`src/rtl/nvm_prog_ctrl_if.sv`:
```
// nvm_prog_ctrl_if: signal bundle between the byte loader, the NVM array port
// and nvm_prog_ctrl. The "slave" modport is the controller's view; the
// "master" modport is the loader/memory side that issues requests and
// returns read data.
interface nvm_prog_ctrl_if #(
    parameter int MEM_ADDR_WIDTH = 16,
    parameter int MEM_DATA_WIDTH = 32,
    parameter int CNT_WIDTH      = 16
);
    logic                      start;
    logic [MEM_ADDR_WIDTH-1:0] base_addr;
    logic [CNT_WIDTH-1:0]      word_cnt;
    logic                      byte_valid;
    logic [7:0]                byte_data;
    logic                      byte_ready;
    logic                      mem_we;
    logic [MEM_ADDR_WIDTH-1:0] mem_addr;
    logic [MEM_DATA_WIDTH-1:0] mem_wd;
    logic [MEM_DATA_WIDTH-1:0] mem_rd;
    logic                      busy;
    logic                      done;
    logic                      error;
    logic [MEM_ADDR_WIDTH-1:0] err_addr;

    modport master (
        output start, base_addr, word_cnt, byte_valid, byte_data, mem_rd,
        input  byte_ready, mem_we, mem_addr, mem_wd, busy, done, error, err_addr
    );

    modport slave (
        input  start, base_addr, word_cnt, byte_valid, byte_data, mem_rd,
        output byte_ready, mem_we, mem_addr, mem_wd, busy, done, error, err_addr
    );
endinterface

```
`src/rtl/nvm_prog_ctrl.sv`:
```
// nvm_prog_ctrl: packs a little-endian byte stream into words and writes them
// to consecutive NVM word addresses starting at a captured base address.
// Optional read-back verify is compiled in with `define NVM_PROG_VERIFY_EN.
module nvm_prog_ctrl #(
    parameter int MEM_ADDR_WIDTH = 16,
    parameter int MEM_DATA_WIDTH = 32,
    parameter int CNT_WIDTH      = 16
) (
    input  logic           clk,
    input  logic           rst_n,
    nvm_prog_ctrl_if.slave bus
);
    localparam int BYTES = MEM_DATA_WIDTH / 8;
    localparam int IDX_W = (BYTES > 1) ? $clog2(BYTES) : 1;
    localparam logic [IDX_W-1:0]          LAST_IDX = IDX_W'(BYTES - 1);
    localparam logic [MEM_ADDR_WIDTH-1:0] ADDR_ONE = MEM_ADDR_WIDTH'(1);
    localparam logic [CNT_WIDTH-1:0]      CNT_ONE  = CNT_WIDTH'(1);

    // S_VERIFY and S_FAIL are only reachable when verify is compiled in.
    typedef enum logic [2:0] {
        S_IDLE,
        S_COLLECT,
        S_WRITE,
        S_VERIFY,
        S_DONE,
        S_FAIL
    } state_t;

    state_t                    r_state;
    logic [MEM_ADDR_WIDTH-1:0] r_addr;
    logic [CNT_WIDTH-1:0]      r_remain;
    logic [IDX_W-1:0]          r_idx;
    logic [MEM_DATA_WIDTH-1:0] r_word;

    logic   w_hs;
    state_t w_step_state;

    assign w_hs         = bus.byte_valid && (r_state == S_COLLECT);
    assign w_step_state = (r_remain == CNT_ONE) ? S_DONE : S_COLLECT;

`ifdef NVM_PROG_VERIFY_EN
    logic                      r_error;
    logic [MEM_ADDR_WIDTH-1:0] r_err_addr;
`else
    logic w_unused_rd;
    assign w_unused_rd = ^bus.mem_rd;
`endif

    // Control FSM: capture run parameters, collect bytes, write, verify, step.
    always_ff @(posedge clk) begin
        // NOTE: reset is synchronous, so it lives inside the clocked branch;
        // every state register gets <= so all updates land together at the edge.
        if (!rst_n) begin
            r_state    <= S_IDLE;
            r_addr     <= '0;
            r_remain   <= '0;
            r_idx      <= '0;
            r_word     <= '0;
`ifdef NVM_PROG_VERIFY_EN
            r_error    <= 1'b0;
            r_err_addr <= '0;
`endif
        end else begin
            case (r_state)
                S_IDLE: begin
                    if (bus.start) begin
                        r_addr   <= bus.base_addr;
                        r_remain <= bus.word_cnt;
                        r_idx    <= '0;
                        r_word   <= '0;
`ifdef NVM_PROG_VERIFY_EN
                        r_error    <= 1'b0;
                        r_err_addr <= '0;
`endif
                        r_state  <= (bus.word_cnt == '0) ? S_DONE : S_COLLECT;
                    end
                end
                S_COLLECT: begin
                    if (w_hs) begin
                        r_word[8*r_idx +: 8] <= bus.byte_data;
                        if (r_idx == LAST_IDX) begin
                            r_idx   <= '0;
                            r_state <= S_WRITE;
                        end else begin
                            r_idx <= r_idx + 1'b1;
                        end
                    end
                end
`ifdef NVM_PROG_VERIFY_EN
                S_WRITE: r_state <= S_VERIFY;
                S_VERIFY: begin
                    if (bus.mem_rd != r_word) begin
                        r_error    <= 1'b1;
                        r_err_addr <= r_addr;
                        r_state    <= S_FAIL;
                    end else begin
                        r_remain <= r_remain - CNT_ONE;
                        r_addr   <= r_addr + ADDR_ONE;
                        r_state  <= w_step_state;
                    end
                end
                S_FAIL: r_state <= S_IDLE;
`else
                S_WRITE: begin
                    r_remain <= r_remain - CNT_ONE;
                    r_addr   <= r_addr + ADDR_ONE;
                    r_state  <= w_step_state;
                end
`endif
                S_DONE:  r_state <= S_IDLE;
                default: r_state <= S_IDLE;
            endcase
        end
    end

    // Outputs decode directly from the registered state and datapath registers.
    assign bus.byte_ready = (r_state == S_COLLECT);
    assign bus.mem_we     = (r_state == S_WRITE);
    assign bus.mem_addr   = r_addr;
    assign bus.mem_wd     = r_word;
    assign bus.busy       = (r_state != S_IDLE);
    assign bus.done       = (r_state == S_DONE);
`ifdef NVM_PROG_VERIFY_EN
    assign bus.error      = r_error;
    assign bus.err_addr   = r_err_addr;
`else
    assign bus.error      = 1'b0;
    assign bus.err_addr   = '0;
`endif
endmodule

```
`src/flat_wrapper.sv`:
```
// flat-port wrapper written by rule: the top's interface ports become plain ports
module nvm_prog_ctrl_flat 
#(
    parameter int MEM_ADDR_WIDTH = 16,
    parameter int MEM_DATA_WIDTH = 32,
    parameter int CNT_WIDTH      = 16
)
  (clk, rst_n, bus_start, bus_base_addr, bus_word_cnt, bus_byte_valid, bus_byte_data, bus_mem_rd, bus_byte_ready, bus_mem_we, bus_mem_addr, bus_mem_wd, bus_busy, bus_done, bus_error, bus_err_addr);
  nvm_prog_ctrl_if #(.MEM_ADDR_WIDTH(MEM_ADDR_WIDTH), .MEM_DATA_WIDTH(MEM_DATA_WIDTH), .CNT_WIDTH(CNT_WIDTH)) bus_i ();
  input  logic clk;
  input  logic rst_n;
  input wire logic [$bits(bus_i.start)-1:0] bus_start;
  input wire logic [$bits(bus_i.base_addr)-1:0] bus_base_addr;
  input wire logic [$bits(bus_i.word_cnt)-1:0] bus_word_cnt;
  input wire logic [$bits(bus_i.byte_valid)-1:0] bus_byte_valid;
  input wire logic [$bits(bus_i.byte_data)-1:0] bus_byte_data;
  input wire logic [$bits(bus_i.mem_rd)-1:0] bus_mem_rd;
  output wire logic [$bits(bus_i.byte_ready)-1:0] bus_byte_ready;
  output wire logic [$bits(bus_i.mem_we)-1:0] bus_mem_we;
  output wire logic [$bits(bus_i.mem_addr)-1:0] bus_mem_addr;
  output wire logic [$bits(bus_i.mem_wd)-1:0] bus_mem_wd;
  output wire logic [$bits(bus_i.busy)-1:0] bus_busy;
  output wire logic [$bits(bus_i.done)-1:0] bus_done;
  output wire logic [$bits(bus_i.error)-1:0] bus_error;
  output wire logic [$bits(bus_i.err_addr)-1:0] bus_err_addr;
  assign bus_i.start = bus_start;
  assign bus_i.base_addr = bus_base_addr;
  assign bus_i.word_cnt = bus_word_cnt;
  assign bus_i.byte_valid = bus_byte_valid;
  assign bus_i.byte_data = bus_byte_data;
  assign bus_i.mem_rd = bus_mem_rd;
  assign bus_byte_ready = bus_i.byte_ready;
  assign bus_mem_we = bus_i.mem_we;
  assign bus_mem_addr = bus_i.mem_addr;
  assign bus_mem_wd = bus_i.mem_wd;
  assign bus_busy = bus_i.busy;
  assign bus_done = bus_i.done;
  assign bus_error = bus_i.error;
  assign bus_err_addr = bus_i.err_addr;
  nvm_prog_ctrl #(.MEM_ADDR_WIDTH(MEM_ADDR_WIDTH), .MEM_DATA_WIDTH(MEM_DATA_WIDTH), .CNT_WIDTH(CNT_WIDTH)) u_core (.clk(clk), .rst_n(rst_n), .bus(bus_i));
endmodule
```
`config.mk`:
```
export PLATFORM = sky130hd
export DESIGN_NAME = nvm_prog_ctrl_flat
export DESIGN_NICKNAME = d
export VERILOG_FILES = /design/src/rtl/nvm_prog_ctrl_if.sv /design/src/rtl/nvm_prog_ctrl.sv /design/src/flat_wrapper.sv
export SDC_FILE = /design/constraint.sdc
export NUM_CORES = 1
export LEC_CHECK = 0
export CAP_MARGIN = 20
export CORE_MARGIN = 2
export CORE_UTILIZATION = 46
export DETAILED_ROUTE_END_ITERATION = 16
export GPL_ROUTABILITY_DRIVEN = 0
export PLACE_DENSITY = 0.91
export SYNTH_ARGS = -nofsm -noshare
export SYNTH_HDL_FRONTEND = slang
export SYNTH_SLANG_ARGS = --single-unit
```
`constraint.sdc`:
```
create_clock -name clk -period 3.65 [get_ports clk]
set_input_delay 0.9125 -clock clk [delete_from_list [all_inputs] [get_ports clk]]
set_output_delay 0.9125 -clock clk [all_outputs]
set_load 0.01 [all_outputs]
```
==> summary.md, run 1 <==
| Metric | Value |
|---|---|
| Commonest register cell after synthesis | dfxtp_1 |
| CP required | 2740 ps |
| Postcts setup bufs | 0 |
| Initial antenna violation count | 0 |
| Net Sw Frac | between 20% and 30% |
| Clock power share | 36.9% |
| Fin Clk Skew | around 9.6 ps |
| Drt wl/cell | around 17 um |
| Hold Crit Class | register to register |
| Die area | approximately 8000 um2 |
| Max VDD drop | 0.195 mV |
| Via count | 3705 |
| Clk sinks | 69 |
| Number of I/O pins | 145 |
| CTS root buf | clkbuf_8 |
| Cell with the most instances after synthesis | dfxtp_1 |
| Part of the power in combinational logic | 16.6% |
| Average vias per placed instance | just over 6 |
| Total Nets Final | 592 |
| Max-slew violations | 0 |
| Rel. slew slack | ~40% |
| Max Cap Violations | 0 |
| Register share of total power | a little under half |
| Num CTS Buffers | 9 |
| Setup TNS | 0 ps |
| Worst-path fanout max | 12 |
| Reg2reg path depth | 7 |
| Std cell rows | 31 |
| First-pass GRT wire length | 17.0 mm |
| Die Height | 90.8 um |
| Worst path arrival time | 2130 ps |
| Sequential-to-total area share from yosys stat | between 30% and 40% |
| Post-synth top area share | 39.8% |
| Drt pass-1 iters | 5 |
| CTS tree | built |
| FFs w/ async S/R, synth | 0% |
| Layout area overhead | 34.2% |
| Grt ovf | 0 |
| Commonest cells post-synth | dfxtp_1 (69), nor2_1 (58), a22oi_1 (35) |
| CTS Hold Bufs | 0 |
| Vias in the first global route | 3528 |
| Clk slew on worst S/H paths | 90 ps |
| WHS Path Cells | 2 |
| Cell variety after synth | 53 |
| Largest area contributor in the netlist | dfxtp_1 |
| Final Cycle Share | 83.2% |
| Syn Std Cell Area | approximately 3500 um2 |
| Critical Path Sink Type | output port |
| Share of cells above drive strength 1 | 6.64% |
| Iter 0 DRT Violations | 259 |
| Core ar. | 7290 um2 |
| Crit path kind | register to output port |
| Final setup viols | 0 |
| RSZ-0062 raised after global routing | false |
| Clock buffer depth | 2 |
| Final Hold Fails | 0 |
| Minimum clock period after layout | roughly 3000 ps |
| Total GRT Usage | approximately 25% |
| Crit path launch type | register |
| Post-synth EDFFs | 0 |
| Internal Power | 0.00124 W |
| Clk_lat worst skew | 350 ps |
| Fmax | 329 MHz |
| Slew @ Worst Pin | about 900 ps |
| Drt drc | 0 |
| Routed WL | around 10 mm |
| Die W | about 91 um |
| Static Leakage | 1.70 nW |
| Design area | 4650 um2 |
| Pwr dens | 380 nW/um2 |
| HPWL after DPL | 7.24 mm |
| Synth warn | 0 |
| Syn_area_per_cell | 8.27 um2 |
| Routed Antenna Nets | 0 |
| P_sw | 0.000526 W |
| Largest net degree at the start of global routing | 35 |
| Number of synthesized register bits | 69 |
| CTS H-tree lvls | 3 |
| Post_cts resized | 0 |
| Top cells by area, synth | dfxtp_1 (40%), a22oi_1 (7.6%), nor2_1 (6.3%) |
| DP Area | 4450 um2 |
| Starting Density | 47.5% |
| Mapped Cells | 419 |
| PortBufs | 95 |
| Antenna diodes | 0 |
| Outcome | finished clean |
-- registers in the layout (all words and copies together), names as in the netlist --
name and cells:
u_core.bus.mem_addr 16, u_core.bus.mem_wd 32, u_core.r_idx 2, u_core.r_remain 16, u_core.r_state 3
-- stage by stage --
step	std cells	power, W	setup WS (ps)	hold slack (ps)	util (%)
final	611	0.00177	612	517	63.8
after global routing	611	0.00184	497	563	63.8
after detailed placement	595	0.00113	661	500	61.0
after global placement	595	0.00111	704	492	61.0
after CTS	611	0.00177	637	522	63.8
after floorplan	435	0.00100	1320	468	-
-- power by group through the flow --
stage | sequential (W) | clock [W] | combinational, W
final | 0.000823 | 0.000653 | 0.000294
after detailed placement | 0.000839 | 0 | 0.000287
after floorplan | 0.000832 | 0 | 0.000168
after global placement | 0.000836 | 0 | 0.000275
after global routing | 0.000829 | 0.000696 | 0.000319
after CTS | 0.000821 | 0.000660 | 0.000289
-- logic make-up after synthesis --
group	after synthesis	share of synthesized area (%)
and+or+nand+nor	175	26.3
muxes	2	0.650
DFF	69	39.8
buffers and inverters	54	7.72
other	1	0.108
AOI/OAI and AO/OA	109	22.1
adders and majority gates	9	3.25
-- routing by layer --
layer	vias to the layer above	part of all wire [%]	track usage [%]
li1	1703	-	-
met1	1794	40	30.0
met2	172	51	43.5
met3	36	6.4	4.09
met4	0	3.3	11.7
met5	-	0	0
-- final cells by class --
class                      instances  area (um2)
clock inverter                     7        82.6
sequential                        69        1380
multi-input combinational        312        1890
clock buffer                       9         124
timing repair buffer             103        1010
tap                               99         124
fill                             597        2640
inverter                          12        45.0
-- final timing paths --
check,slack [ps],startpoint,to
max reg2reg,1130,u_core.r_state[1]$_SDFFE_PN0P_,u_core.r_remain[7]$_SDFFE_PN0P_
min reg2reg,520,u_core.bus.mem_wd[30]$_SDFFE_PN0P_,u_core.bus.mem_wd[30]$_SDFFE_PN0P_
min,520,u_core.bus.mem_wd[30]$_SDFFE_PN0P_,u_core.bus.mem_wd[30]$_SDFFE_PN0P_
max,610,u_core.r_state[1]$_SDFFE_PN0P_,bus_mem_we
-- layout by cell type, fill, tap and decap left out, types with 3 or more instances in the layout --
master	netlist	routed
clkdlybuf4s50_1	0	95
dfxtp_1	69	69
nor2_1	58	58
a22oi_1	35	35
nand2_1	26	26
nand3_1	19	19
conb_1	1	17
a21oi_1	16	16
inv_1	11	11
and3_1	11	11
a31oi_1	11	11
nor4_1	10	10
o21ai_0	9	9
ha_1	9	9
clkbuf_8	0	9
nor3_1	8	8
o211ai_1	8	8
buf_4	17	8
nand4_1	7	7
nand4b_1	7	7
or4_1	5	5
o311ai_0	5	5
or3_1	5	5
o21ai_1	4	4
nand2b_1	3	3
a32oi_1	3	3
a311oi_1	3	3
a221oi_1	3	3
-- worst max-delay path, stage by stage, from the launching register on --
cell and delay [ps]:
dfxtp_1 600, or3b_1 390, buf_4 200, inv_2 70, clkdlybuf4s50_1 520
No activity file was read; power rests on OpenSTA's default activity.
==> run 2, diff against run 1 <==
--- a/config.mk
+++ b/config.mk
@@ -7,10 +7,10 @@
 export LEC_CHECK = 0
 export CAP_MARGIN = 20
 export CORE_MARGIN = 2
-export CORE_UTILIZATION = 46
+export CORE_UTILIZATION = 43
 export DETAILED_ROUTE_END_ITERATION = 16
 export GPL_ROUTABILITY_DRIVEN = 0
-export PLACE_DENSITY = 0.91
+export PLACE_DENSITY = 0.87
 export SYNTH_ARGS = -nofsm -noshare
 export SYNTH_HDL_FRONTEND = slang
 export SYNTH_SLANG_ARGS = --single-unit
==> constraint.sdc (replaced) <==
create_clock -name clk -period 3.16 [get_ports clk]
set_input_delay 0.79 -clock clk [delete_from_list [all_inputs] [get_ports clk]]
set_output_delay 0.79 -clock clk [all_outputs]
set_load 0.01 [all_outputs]
==> run 2 against run 1 <==
Net effect: clock skew is essentially flat; utilization shrank 3.5 points; setup slack lost 280 ps; sequential power grew 16%; clock power grew 16%; final cell count grew 0.82%; sequential share of layout area shrank 0.21 points; critical path type unchanged.
==> summary.md, run 2 (synthesis gave the netlist of run 1 again) <==
| Metric | Value |
|---|---|
| Outcome | finished clean |
| Register share of total power | 46.4% (about the same) |
| Largest register FFs | 32 (unchanged) |
| Std cell rows | 32 (+3.2%) |
| Setup WS post-layout | 333 ps (-279 ps) |
| Final setup viols | 0 (unchanged) |
| Num CTS Buffers | 9 (unchanged) |
| Internal Power | 0.00146 W (+17%) |
| Crit path launch type | register |
| Starting Density | 44.6% (-2.9 points) |
| Drt drc | 0 (unchanged) |
| Placement Setup Slack | 342 ps (-319 ps) |
| Grt ovf | 0 (unchanged) |
| Largest net degree at the start of global routing | 41 (+17%) |
| Slew @ Worst Pin | 742 ps (-142 ps) |
| Via count | 3637 (-1.8%) |
| Routed WL | 9.95 mm (-4.3%) |
| RSZ-0062 raised after global routing | false |
| Number of I/O pins | 145 (unchanged) |
| Setup TNS | 0 ps (unchanged) |
| Total GRT Usage | 22.3% (-2.7 points) |
| Commonest non-fill, non-tap cell in the layout | clkdlybuf4s50_1 |
| Last element of the critical path | bus_byte_ready |
| Iter 0 DRT Violations | 216 (-17%) |
| Clock power share | 37.0% (about the same) |
| CTS Hold Bufs | 0 (unchanged) |
| Clk sinks | 69 (unchanged) |
| Area of the multi-input gates | 1890 um2 (unchanged) |
| Routed Antenna Nets | 0 (unchanged) |
| CTS tree | built |
| Die W | 93.8 um (+3.3%) |
| Critical Path Sink Type | output port |
| Part of the power in combinational logic | 16.6% (about the same) |
| Register area | 1380 um2 (unchanged) |
| Die area | 8800 um2 (+6.7%) |
| HPWL after DPL | 7.06 mm (-2.5%) |
| Reg2reg end | u_core.r_remain[7]$_SDFFE_PN0P_ |
| Minimum clock period after layout | 2830 ps |
| Clk slew on worst S/H paths | 80 ps (about the same) |
| Clk_lat worst skew | 360 ps (about the same) |
| Hold Crit Class | register to register |
| Final Cycle Share | 89.5% |
| Commonest cells after routing, fill and taps aside | clkdlybuf4s50_1 (95), dfxtp_1 (69), nor2_1 (58) |
| Post_cts resized | 0 (unchanged) |
| CTS root buf | clkbuf_8 |
| Share of cells above drive strength 1 | 7.00% (+0.36 points) |
| Fmax | 354 MHz |
| Clock buffer depth | 2 (unchanged) |
| Total Nets Final | 594 (+0.34%) |
| PortBufs | 95 (unchanged) |
| Worst-path fanout max | 12 (unchanged) |
| Max VDD drop | 0.234 mV (+20%) |
| Die Height | 93.8 um (+3.3%) |
| Static Leakage | 1.72 nW (+1.3%) |
| Filler cell count | 666 (+12%) |
| Postcts setup bufs | 0 (unchanged) |
| Max-slew violations | 0 (unchanged) |
| Reg2reg start | u_core.r_state[1]$_SDFFE_PN0P_ |
| CTS H-tree lvls | 3 (unchanged) |
| Final Hold Fails | 0 (unchanged) |
| Worst path arrival time | 2040 ps (-90 ps) |
| Vias in the first global route | 3343 (-5.2%) |
| Rel. slew slack | 50.2% (+9.2 points) |
| Average vias per placed instance | 5.90 (-2.6%) |
| Crit path kind | register to output port |
| Drt pass-1 iters | 5 (unchanged) |
| Max Cap Violations | 0 (unchanged) |
| Initial antenna violation count | 0 (unchanged) |
| Pwr dens | 437 nW/um2 (+15%) |
| Power, Total | 0.00205 W (+16%) |
| Antenna diodes | 0 (unchanged) |
| P_sw | 0.000590 W (+12%) |
| Net Sw Frac | 28.8% (-0.88 points) |
| Fin Clk Skew | 9.67 ps (+0.122 ps) |
| First-pass GRT wire length | 15.8 mm (-7.1%) |
| Worst R2R Setup Slack | 840 ps (-290 ps) |
| Worst setup startpoint | u_core.r_state[1]$_SDFFE_PN0P_ |
| Layout area overhead | 35.2% |
| Reg2reg path depth | 6 (-1) |
| Drt wl/cell | 16.2 um (-5.0%) |
| CP required | 2370 ps (-370 ps) |
| Core ar. | 7770 um2 (+6.5%) |
## run 2: metrics by stage
stage	hold WS (ps)	std cells	utilization (%)	cell area [um2]
detailed placement	498	600	57.7	4480
finish	513	616	60.3	4690
CTS	509	616	60.3	4690
floorplan	468	435	-	3530
global route	544	616	60.3	4690
global placement	485	600	57.7	4480
## run 2: worst min-delay path by stage
stage | startpoint | end | slack (ps) | depth (start not counted)
3_3_place_gp | u_core.r_remain[15]$_SDFFE_PN0P_ | u_core.r_remain[15]$_SDFFE_PN0P_ | 490 | 2
2_1_floorplan | u_core.r_remain[15]$_SDFFE_PN0P_ | u_core.r_remain[15]$_SDFFE_PN0P_ | 470 | 2
5_1_grt | u_core.r_remain[3]$_SDFFE_PN0P_ | u_core.r_remain[3]$_SDFFE_PN0P_ | 540 | 2
4_1_cts | u_core.r_remain[3]$_SDFFE_PN0P_ | u_core.r_remain[3]$_SDFFE_PN0P_ | 510 | 2
6_report | u_core.r_remain[3]$_SDFFE_PN0P_ | u_core.r_remain[3]$_SDFFE_PN0P_ | 510 | 2
3_5_place_dp | u_core.r_remain[3]$_SDFFE_PN0P_ | u_core.r_remain[3]$_SDFFE_PN0P_ | 500 | 2
## run 2: power groups by stage
stage / combinational, W / sequential [W] / clock [W]
floorplan: 0.000194 / 0.000961 / 0
global placement: 0.000326 / 0.000966 / 0
detailed placement: 0.000334 / 0.000969 / 0
CTS: 0.000336 / 0.000949 / 0.000763
global route: 0.000370 / 0.000956 / 0.000801
finish: 0.000339 / 0.000951 / 0.000757
## run 2: critical path, stage by stage (launching register included)
cell,delay (ps)
dfxtp_1,450
nor2_1,390
nand2_1,160
inv_1,110
clkdlybuf4s50_1,570
## run 2: final cells by class
| type | count | share of cell area, % |
|---|---|---|
| Clock inverter | 6 | 1.49 |
| Clock buffer | 10 | 2.94 |
| Inverter | 12 | 0.961 |
| Sequential cell | 69 | 29.5 |
| Multi-Input combinational cell | 312 | 40.3 |
| Timing Repair Buffer | 105 | 22.2 |
| Tap cell | 102 | 2.72 |
## run 2: metal layers
layer / vias to the layer above / routed length [um] / part of all wire [%] / track usage (%)
met5: - / 0 / 0 / 0
met1: 1733 / 4120 / 41 / 28.3
li1: 1718 / - / - / -
met3: 19 / 607 / 6.1 / 4.41
met2: 167 / 4940 / 50 / 36.8
met4: 0 / 280 / 2.8 / 9.54
==> run 3, diff against run 2 <==
--- a/config.mk
+++ b/config.mk
@@ -7,10 +7,11 @@
 export LEC_CHECK = 0
 export CAP_MARGIN = 20
 export CORE_MARGIN = 2
-export CORE_UTILIZATION = 43
+export CORE_UTILIZATION = 30
+export CTS_BUF_LIST = sky130_fd_sc_hd__clkbuf_8
 export DETAILED_ROUTE_END_ITERATION = 16
 export GPL_ROUTABILITY_DRIVEN = 0
-export PLACE_DENSITY = 0.87
+export PLACE_DENSITY = 0.66
 export SYNTH_ARGS = -nofsm -noshare
 export SYNTH_HDL_FRONTEND = slang
 export SYNTH_SLANG_ARGS = --single-unit
==> run 3 against run 2 <==
Net effect: global-route usage is 6.0 points lower; hold slack worse by 3.8 ps; first-iteration DRC count is 1.4% higher; critical path depth shrank 1; count of clock-buffer cells in the layout shrank 1; clock skew grew 3.5 ps; sequential share of layout area is 0.28 points lower; routed wire length is 3.3% higher; largest power group unchanged; highest routed layer unchanged.
==> summary.md, run 3 (synthesis gave the netlist of run 1 again) <==
| Metric | Value |
|---|---|
| Critical-path top delay cell | dfxtp_1 |
| Drt drc | 0 (unchanged) |
| First-pass GRT wire length | 16.6 mm (+5.2%) |
| Hold EP | u_core.bus.mem_wd[19]$_SDFFE_PN0P_ |
| Net Sw Frac | 29.0% (+0.21 points) |
| Worst R2R Setup Slack | 800 ps (-40 ps) |
| Non-Filler Instances | 659 (+7.0%) |
| Max VDD drop | 0.173 mV (-26%) |
| Drt pass-1 iters | 5 (unchanged) |
| CTS tree | built |
| Vias in the first global route | 3317 (-0.78%) |
| Crit path launch type | register |
| Setup TNS | 0 ps (unchanged) |
| Die W | 112 um (+19%) |
| Filler cell count | 1134 (+70%) |
| Total Nets Final | 596 (+0.34%) |
| P_sw | 0.000587 W (-0.54%) |
| Routed Antenna Nets | 0 (unchanged) |
| Share of cells above drive strength 1 | 7.36% (+0.36 points) |
| PortBufs | 95 (unchanged) |
| Worst-path fanout max | 12 (unchanged) |
| Crit path cell chain | or3b_1, inv_2, clkdlybuf4s50_1 |
| Via count | 3552 (-2.3%) |
| Register share of total power | 47.0% (+0.6 points) |
| Final Cycle Share | 88.9% (-0.58 points) |
| Starting Density | 30.5% (-14 points) |
| Max Cap Violations | 0 (unchanged) |
| Die area | 12400 um2 (+41%) |
| Clk_lat worst skew | 360 ps (about the same) |
| Fin Clk Skew | 13.2 ps (+3.55 ps) |
| Core ar. | 11400 um2 (+46%) |
| Grt ovf | 0 (unchanged) |
| Fmax | 356 MHz (+0.66%) |
| Clk slew on worst S/H paths | 70 ps (about the same) |
| Clk sinks | 69 (unchanged) |
| Num CTS Buffers | 9 (unchanged) |
| CP required | 2370 ps (about the same) |
| Layout area overhead | 36.5% |
| Postcts setup bufs | 0 (unchanged) |
| Power, Total | 0.00202 W (-1.3%) |
| Pwr dens | 427 nW/um2 (-2.2%) |
| Post_cts resized | 0 (unchanged) |
| RSZ-0062 raised after global routing | false |
| Std cell rows | 39 (+22%) |
| Reg2reg path depth | 6 (unchanged) |
| Iter 0 DRT Violations | 219 (+1.4%) |
| Hold Crit Class | register to register |
| Average vias per placed instance | 5.39 (-8.7%) |
| Outcome | finished clean |
| WHS Path Cells | 2 (unchanged) |
| Clock power share | 36.2% (-0.8 points) |
| Rel. slew slack | 51.9% (+1.7 points) |
| Internal Power | 0.00143 W (-1.5%) |
| Largest register FFs | 32 (unchanged) |
| Area of the multi-input gates | 1890 um2 (unchanged) |
| Worst path arrival time | 2020 ps (-20 ps) |
| Final Hold Fails | 0 (unchanged) |
| CTS Hold Bufs | 0 (unchanged) |
| Register area | 1380 um2 (unchanged) |
| DP Area | 4530 um2 (+1.2%) |
| CTS root buf | clkbuf_8 |
| Dpl cells | 643 (+7.2%) |
| Minimum clock period after layout | 2810 ps (-18.4 ps) |
| Hold Crit Start | u_core.bus.mem_wd[19]$_SDFFE_PN0P_ |
| Commonest non-fill, non-tap cell in the layout | clkdlybuf4s50_1 |
| Clock buffer depth | 2 (unchanged) |
| CTS H-tree lvls | 3 (unchanged) |
| Crit path kind | register to output port |
| Critical Path Sink Type | output port |
| Final setup viols | 0 (unchanged) |
| Slew @ Worst Pin | 717 ps (-25.0 ps) |
| Drt wl/cell | 15.6 um (-3.4%) |
| Reg2reg start | u_core.r_state[1]$_SDFFE_PN0P_ |
| Part of the power in combinational logic | 16.8% (+0.2 points) |
| Reg2reg end | u_core.r_remain[7]$_SDFFE_PN0P_ |
| Die Height | 112 um (+19%) |
| Initial antenna violation count | 0 (unchanged) |
| Commonest cells after routing, fill and taps aside | clkdlybuf4s50_1 (95), dfxtp_1 (69), nor2_1 (58) |
| Number of I/O pins | 145 (unchanged) |
| Max-slew violations | 0 (unchanged) |
| Design area | 4730 um2 (+0.96%) |
| Routed WL | 10.3 mm (+3.3%) |
| Antenna diodes | 0 (unchanged) |
| Static Leakage | 1.72 nW (about the same) |
| Largest net degree at the start of global routing | 33 (-20%) |
| HPWL after DPL | 7.47 mm (+5.7%) |
| Total GRT Usage | 16.3% (-6.0 points) |
| Delay of the slowest critical-path stage | 590 ps (+20 ps) |
## run 3: changes by cell type in the layout (fill, tap and decap cells not counted)
cell	change
buf_4	+3
buf_12	-1
clkbuf_8	-1
clkinv_2	+1
## run 3: metal layers
layer	vias to the layer above	GRT usage (%)	wire [um]
li1	1719	-	-
met5	-	0	0
met2	108	26.9	5040
met4	0	6.26	230
met3	17	2.99	485
met1	1708	21.3	4530
## run 3: power by group through the flow
stage / Combinational (W) / Sequential, W / Clock, W
final: 0.000340 / 0.000950 / 0.000732
after global routing: 0.000368 / 0.000957 / 0.000798
after CTS: 0.000339 / 0.000949 / 0.000747
after detailed placement: 0.000338 / 0.000970 / 0
after global placement: 0.000333 / 0.000967 / 0
after floorplan: 0.000194 / 0.000961 / 0
## run 3: worst max-delay path by stage
stage | startpoint | endpoint | cells after the start
final | u_core.r_state[1]$_SDFFE_PN0P_ | bus_mem_we | 3
after global routing | u_core.r_state[1]$_SDFFE_PN0P_ | bus_mem_we | 3
after CTS | u_core.r_state[1]$_SDFFE_PN0P_ | bus_mem_we | 3
after detailed placement | bus_start | u_core.bus.mem_addr[6]$_SDFFE_PN0P_ | 6
after global placement | bus_start | u_core.bus.mem_addr[6]$_SDFFE_PN0P_ | 6
after floorplan | u_core.r_state[0]$_SDFFE_PN0P_ | bus_mem_we | 5
## run 3: through the flow
stage,worst slack (ps),util (%),hold WS [ps]
floorplan,950,-,468
global placement,353,39.9,485
detailed placement,339,39.9,499
CTS,339,41.6,518
global route,252,41.6,532
finish,351,41.6,510
## run 3: final cells by class
class,count,share of cell area [%]
Sequential cell,69,29.2
Multi-Input combinational cell,312,39.9
Clock inverter,7,1.59
Tap cell,143,3.78
Timing Repair Buffer,107,22.0
Inverter,12,0.952
Clock buffer,9,2.62
## run 3: critical path, delay by kind of cell, from the launching register on
family | cells | cell delay [ps]
buf+inv | 2 | 620
flops | 1 | 590
simple gates | 1 | 460
